<file path="config.mk">
export PLATFORM = sky130hd
export DESIGN_NAME = nes_clk_en_seq
export DESIGN_NICKNAME = d
export VERILOG_FILES = /design/src/rtl/nes_clk_pkg.sv /design/src/rtl/clk_en_div.sv /design/src/rtl/nes_clk_en_seq.sv
export SDC_FILE = /design/constraint.sdc
export NUM_CORES = 1
export LEC_CHECK = 0
export ABC_AREA = 0
export BUFFER_PORTS_ARGS = -buffer_cell sky130_fd_sc_hd__buf_2
export CAP_MARGIN = 40
export CORE_ASPECT_RATIO = 1.1
export CORE_MARGIN = 3
export CORE_UTILIZATION = 60
export CTS_CLUSTER_SIZE = 14
export DETAILED_ROUTE_END_ITERATION = 10
export GPL_ROUTABILITY_DRIVEN = 0
export PLACE_DENSITY_LB_ADDON = 0.08
export SETUP_SLACK_MARGIN = 0.1
export SLEW_MARGIN = 5
export SYNTH_ARGS = -nofsm -noshare
export SYNTH_HDL_FRONTEND = slang
export SYNTH_HIERARCHICAL = 1
export SYNTH_SLANG_ARGS = --single-unit
</file>
<file path="constraint.sdc">
create_clock -name clk -period 5.2 [get_ports clk]
set_clock_uncertainty 0.15 [all_clocks]
set_input_delay 0 -clock clk [delete_from_list [all_inputs] [get_ports clk]]
set_output_delay 0 -clock clk [all_outputs]
set_load 0.01 [all_outputs]
</file>
<file path="src/rtl/nes_clk_pkg.sv">
// Shared definitions for the NES clock-enable / reset sequencer.
// Holds the sequencer state encoding and the canonical NES divide ratios.
package nes_clk_pkg;

    typedef enum logic [1:0] {
        ST_HOLD    = 2'd0,
        ST_STRETCH = 2'd1,
        ST_RELEASE = 2'd2,
        ST_RUN     = 2'd3
    } seq_state_e;

    // Master-clock divide ratios for the NES sub-domains.
    localparam int NES_DIV_PPU = 4;
    localparam int NES_DIV_CPU = 12;
    localparam int NES_DIV_APU = 24;

    localparam int NES_RST_STRETCH_DEF = 8;
    localparam int NES_RST_STAGGER_DEF = 4;

    // Stretch and stagger both fit in 1..255, so one 8-bit counter serves both.
    localparam int NES_SEQ_CNT_W = 8;

endpackage

</file>
<file path="src/rtl/clk_en_div.sv">
// One channel of the enable generator: a down-counter that strobes ce at zero.
// The counter freezes while paused, so strobes shift instead of being lost.
module clk_en_div #(
    parameter int DIV_W = 8
) (
    input  logic             clk,
    input  logic             load,
    input  logic [DIV_W-1:0] phase,
    input  logic [DIV_W-1:0] div,
    input  logic             run,
    input  logic             pause,
    output logic             ce
);

    logic [DIV_W-1:0] cnt;
    logic [DIV_W-1:0] reload;
    logic             cnt_zero;

    assign cnt_zero = (cnt == '0);
    // Ratios 0 and 1 both mean "every running cycle".
    assign reload   = (div > DIV_W'(1)) ? div - 1'b1 : '0;
    assign ce       = run & ~pause & cnt_zero;

    // NOTE: the counter has no reset of its own; it is reloaded from phase
    // whenever the channel is held in reset, which is also its reset state.
    always_ff @(posedge clk) begin
        if (load) begin
            cnt <= phase;
        end else if (run && !pause) begin
            cnt <= cnt_zero ? reload : cnt - 1'b1;
        end
    end

endmodule

</file>
<file path="src/rtl/nes_clk_en_seq.sv">
// Clock-enable and reset sequencer: lock synchroniser, stretch/stagger FSM
// and one enable divider per channel, all on the single master clock.
module nes_clk_en_seq
    import nes_clk_pkg::*;
#(
    parameter int                      NUM_CH      = 2,
    parameter int                      DIV_W       = 8,
    parameter logic [NUM_CH*DIV_W-1:0] CH_DIV      = {8'(NES_DIV_CPU), 8'(NES_DIV_PPU)},
    parameter logic [NUM_CH*DIV_W-1:0] CH_PHASE    = {8'd0, 8'd0},
    parameter int                      RST_STRETCH = NES_RST_STRETCH_DEF,
    parameter int                      RST_STAGGER = NES_RST_STAGGER_DEF
) (
    input  logic              clk,
    input  logic              rstn_in,
    input  logic              lock_in,
    input  logic              pause_in,
    output logic [NUM_CH-1:0] ce_out,
    output logic [NUM_CH-1:0] rst_out,
    output logic              ready_out
);

    localparam int                   CH_W         = (NUM_CH > 1) ? $clog2(NUM_CH) : 1;
    localparam logic [CH_W-1:0]      LAST_CH      = CH_W'(NUM_CH - 1);
    localparam logic [NES_SEQ_CNT_W-1:0] STRETCH_LAST = NES_SEQ_CNT_W'(RST_STRETCH - 1);
    localparam logic [NES_SEQ_CNT_W-1:0] STAGGER_LAST = NES_SEQ_CNT_W'(RST_STAGGER - 1);
    localparam bool_release_all = (RST_STAGGER == 0) || (NUM_CH == 1);

    logic                     lock_meta;
    logic                     lock_s;
    seq_state_e               state;
    logic [NES_SEQ_CNT_W-1:0] seq_cnt;
    logic [CH_W-1:0]          next_ch;
    logic [NUM_CH-1:0]        rst_q;
    logic                     ready_q;

    // NOTE: every sequential block uses non-blocking assignments so all
    // flops update from the same pre-edge values.
    always_ff @(posedge clk) begin
        if (!rstn_in) begin
            lock_meta <= 1'b0;
            lock_s    <= 1'b0;
        end else begin
            lock_meta <= lock_in;
            lock_s    <= lock_meta;
        end
    end

    // Loss of lock is treated exactly like a reset request.
    always_ff @(posedge clk) begin
        if (!rstn_in || !lock_s) begin
            state   <= ST_HOLD;
            seq_cnt <= '0;
            next_ch <= '0;
            rst_q   <= '1;
            ready_q <= 1'b0;
        end else begin
            case (state)
                ST_HOLD: begin
                    state   <= ST_STRETCH;
                    seq_cnt <= '0;
                end
                ST_STRETCH: begin
                    if (seq_cnt == STRETCH_LAST) begin
                        seq_cnt  <= '0;
                        next_ch  <= CH_W'(1);
                        if (bool_release_all) begin
                            rst_q   <= '0;
                            ready_q <= 1'b1;
                            state   <= ST_RUN;
                        end else begin
                            rst_q[0] <= 1'b0;
                            state    <= ST_RELEASE;
                        end
                    end else begin
                        seq_cnt <= seq_cnt + 1'b1;
                    end
                end
                ST_RELEASE: begin
                    // Channel next_ch is released RST_STAGGER cycles after its predecessor.
                    if (seq_cnt == STAGGER_LAST) begin
                        seq_cnt        <= '0;
                        rst_q[next_ch] <= 1'b0;
                        next_ch        <= next_ch + 1'b1;
                        if (next_ch == LAST_CH) begin
                            ready_q <= 1'b1;
                            state   <= ST_RUN;
                        end
                    end else begin
                        seq_cnt <= seq_cnt + 1'b1;
                    end
                end
                default: begin
                    state <= ST_RUN;
                end
            endcase
        end
    end

    assign rst_out   = rst_q;
    assign ready_out = ready_q;

    for (genvar i = 0; i < NUM_CH; i++) begin : g_div
        clk_en_div #(
            .DIV_W(DIV_W)
        ) u_div (
            .clk  (clk),
            .load (rst_q[i]),
            .phase(CH_PHASE[i*DIV_W +: DIV_W]),
            .div  (CH_DIV[i*DIV_W +: DIV_W]),
            .run  (~rst_q[i]),
            .pause(pause_in),
            .ce   (ce_out[i])
        );
    end

endmodule

</file>
==> results.md <==
* Reg-to-reg startpoint: g_div[1].u_div/cnt[0]$_DFFE_PP_
* Slew Limit Fails at 0
* Clk network pwr share at 0.411
* Height of the chip at about 73 um
* Hold Crit Class: in2out
* CTS tree: built
* Placed Area at between 2000 and 3000 um^2
* CTS sink count at 32
* Layout area overhead at 19.65%
* # resized after CTS at 0
* Register Area at 800.8 um^2
* Hold slack final at a little over 200 ps
* Drt wl/cell at 11.66 um
* Xor/xnor cell area share of the yosys netlist at 0.04277
* CP Launch Type: flip-flop
* Fin area at ~2900 um^2
* Final setup viols at 0
* Core area at 3799 um^2
* P_leak at about 0.0012 uW
* I/O pin count at 9
* Final wirelength at 4898 um
* Seq pwr share at 0.492
* Multi-input logic area at 1821 um^2
* Post-synthesis cell count at ~280
* CP required at 5090 ps
* DRT Pass-1 Iters at 4
* Post-synthesis simple-gate area fraction at 0.2755
* Setup Total Neg Slack at 0 ps
* Yosys cell types at 61
* DP Wirelength at roughly 3600 um
* Internal cell power at 439.3 uW
* Yosys reg bits at 32
* R2R Setup Slk at 2930 ps
* Setup CP Type: reg2reg
* Worst r2r path cells at 6
* Num rows at 23
* First-pass GRT wire length at a little under 9000 um
* Drt initial violations at about 150
* H-tree levels at 2
* Crit-path max cell delay at 430 ps
* Global route overflow at 0
* Worst Setup SP: g_div[1].u_div/cnt[0]$_DFFE_PP_
* CP max stage cell: edfxtp_1
* Slew margin rel. at 0.5570
* Number of diodes at 0
* Main synth FF type: edfxtp_1
* YS warnings at 6
* Skew-Pair Late Insertion Delay at 280 ps
* CP max FO at 7
* Vias at 2,165
* EDFF count, synth at 16
* All-layer global routing usage at 0.2327
* Slew @ Worst Pin at 663.6 ps
* PwrDens at 194.0 nW/um^2
* Post-route DRC at 0
* Cts hold-fix bufs at 3
* CTS Buffer Depth at 2
* Initial Util at 0.6469
* Cell area after synthesis at between 2000 and 2500 um^2
* Reg-to-reg endpoint: g_div[1].u_div/cnt[6]$_DFFE_PP_
* Final period util at 0.4366
* Vias in the first global route at 2,064
* Final min period at 2270 ps
* Share of cells above drive strength 1 at 0.07838
* Largest cells by area after synthesis: edfxtp_1 (20%), dfxtp_1 (13%), ha_1 (7.1%), nand2_1 (3.4%), inv_1 (3.2%)
* Total setup buffers inserted after CTS at 0
* IR drop worst, VDD at approximately 0.17 mV
* Main combinational cell family by area after synthesis: simple AND/OR/NAND/NOR gates
* Hold Vio Cnt, Final at 0
* Crit-path cells: inv_1 -> ha_1 -> nor4b_1 -> and2_1 -> nor2_1 -> a221o_2
* ANT nets after route at 0
* Via density at 5.155
* Ys async rst share at 0
* Max-cap check violation count at 0
* Root Driver: clkbuf_8
* Post-synthesis adder-cell area fraction at 0.07128
* Outcome: finished, final reports clean
* Most numerous cell in the Yosys netlist: nand2_1
* Syn avg cell area at 8.808 um^2
* Largest net degree at the start of global routing at 22
* Clk pin slew, worst setup/hold paths at approximately 70 ps
* Mux cell area share after synthesis at 0.01222
* Antenna violations before repair at 0
* Top cell type by total area after synthesis: edfxtp_1
* RSZ-0062 raised after global routing: no
* Port bufs at 8
* Comb power frac at 0.098
* Filler cells at 283
* Die area at 4901 um^2
* Crit end category: flip-flop
* Fmax at 440.5 MHz
* Switching pwr at 131.3 uW
* Final #Nets at 387
* Post-synthesis compound-gate area fraction at 0.2138
* Top cell type's share of synthesized area at 0.1955
* Crit path DAT at roughly 2200 ps
* Post-synthesis sequential area ratio at 0.3259
* Switching Share at 0.2301
* CP endpoint: g_div[1].u_div/cnt[6]$_DFFE_PP_
* Final Util at 0.7740
* Die width at roughly 67 um
* CTS Buf Count at 5
* Top cells by count, synth: nand2_1 (22), inv_1 (21), nor2_1 (18), dfxtp_1 (16), edfxtp_1 (16)
==> routing by layer <==
layer / vias up / global-route usage / wire length (um) / part of all wire
met3: 9 / 0.04622 / 217 / 0.044
met4: 0 / 0.1104 / 93 / 0.019
met2: 43 / 0.3908 / 2356 / 0.48
met5: - / 0 / 0 / 0
li1: 1146 / - / - / -
met1: 967 / 0.2823 / 2230 / 0.46
==> logic make-up after synthesis <==
group,count (synthesis)
other,2
adder cells (fa/ha/maj),14
multiplexers,3
AND/OR/NAND/NOR,117
flip-flops,32
buffers and inverters,29
XOR/XNOR,12
AO/OA/AOI/OAI,70
==> placed cells by master, fill, tap and decap left out, types with 2 or more instances in the layout <==
master / instances
edfxtp_1: 16
a31oi_1: 8
a21oi_1: 13
nor2b_1: 4
o31ai_1: 4
nor3_1: 11
and2_1: 5
and3_1: 3
or3_1: 8
a211oi_1: 2
nand4_1: 2
a22oi_1: 2
o21a_1: 3
o21ai_0: 9
ha_1: 14
a2bb2oi_1: 4
nor4b_1: 2
or4_4: 3
or2_2: 2
nor4_1: 5
mux2i_1: 3
xor2_1: 5
inv_1: 21
o32ai_1: 4
dlygate4sd3_1: 3
clkbuf_8: 5
nor2_1: 18
conb_1: 82
nand3_1: 10
buf_2: 8
nor3b_1: 6
dfxtp_1: 16
nand2b_1: 8
xnor2_1: 7
o21ai_1: 2
nand2_1: 22
o31a_1: 5
==> worst max-delay path, delay by kind of cell (launching register included) <==
family	cells	cell delay, ps
AOI/OAI and AO/OA	1	380
adders and majority gates	1	150
buffers and inverters	1	110
DFF	1	430
and+or+nand+nor	3	800
==> flip-flops by register name, summed over array words and instances, names as in the netlist <==
register / count
state: 2
next_ch: 1
seq_cnt: 8
g_div.u_div/cnt: 16
ready_out: 1
lock_meta: 1
lock_s: 1
rst_out: 2
==> layout make-up <==
type / instances / area share
multi-input combinational: 298 / 0.6192
inverter: 21 / 0.02681
tap: 50 / 0.02128
timing repair buffer: 11 / 0.02383
clock buffer: 6 / 0.02468
clock inverter: 2 / 0.01191
sequential: 32 / 0.2723
==> power groups by stage <==
stage          Clock [uW]  Sequential [uW]  Combinational (uW)
3_3_place_gp            0              285                49.0
2_1_floorplan           0              284                44.5
6_report              234              280                55.7
5_1_grt               248              282                65.8
3_5_place_dp            0              286                50.0
4_1_cts               243              280                52.3
==> through the flow <==
stage               setup WS [ps]  power, uW  instances
CTS                          2948      575.8        420
floorplan                    3066      328.3        359
global placement             3045      334.3        409
detailed placement           2958      335.9        409
global route                 2754      595.8        420
finish                       2930      570.5        420
==> how the worst min path moves through the flow <==
| stage | from | to | slack (ps) | depth (start not counted) |
|---|---|---|---|---|
| floorplan | rstn_in | lock_meta$_SDFF_PN0_ | -30 | 1 |
| global placement | lock_in | lock_meta$_SDFF_PN0_ | 60 | 2 |
| detailed placement | lock_in | lock_meta$_SDFF_PN0_ | 60 | 2 |
| CTS | pause_in | ce_out[1] | 210 | 4 |
| global route | pause_in | ce_out[1] | 250 | 4 |
| finish | pause_in | ce_out[1] | 200 | 4 |
Note: power is estimated with default switching activity, not from simulation.
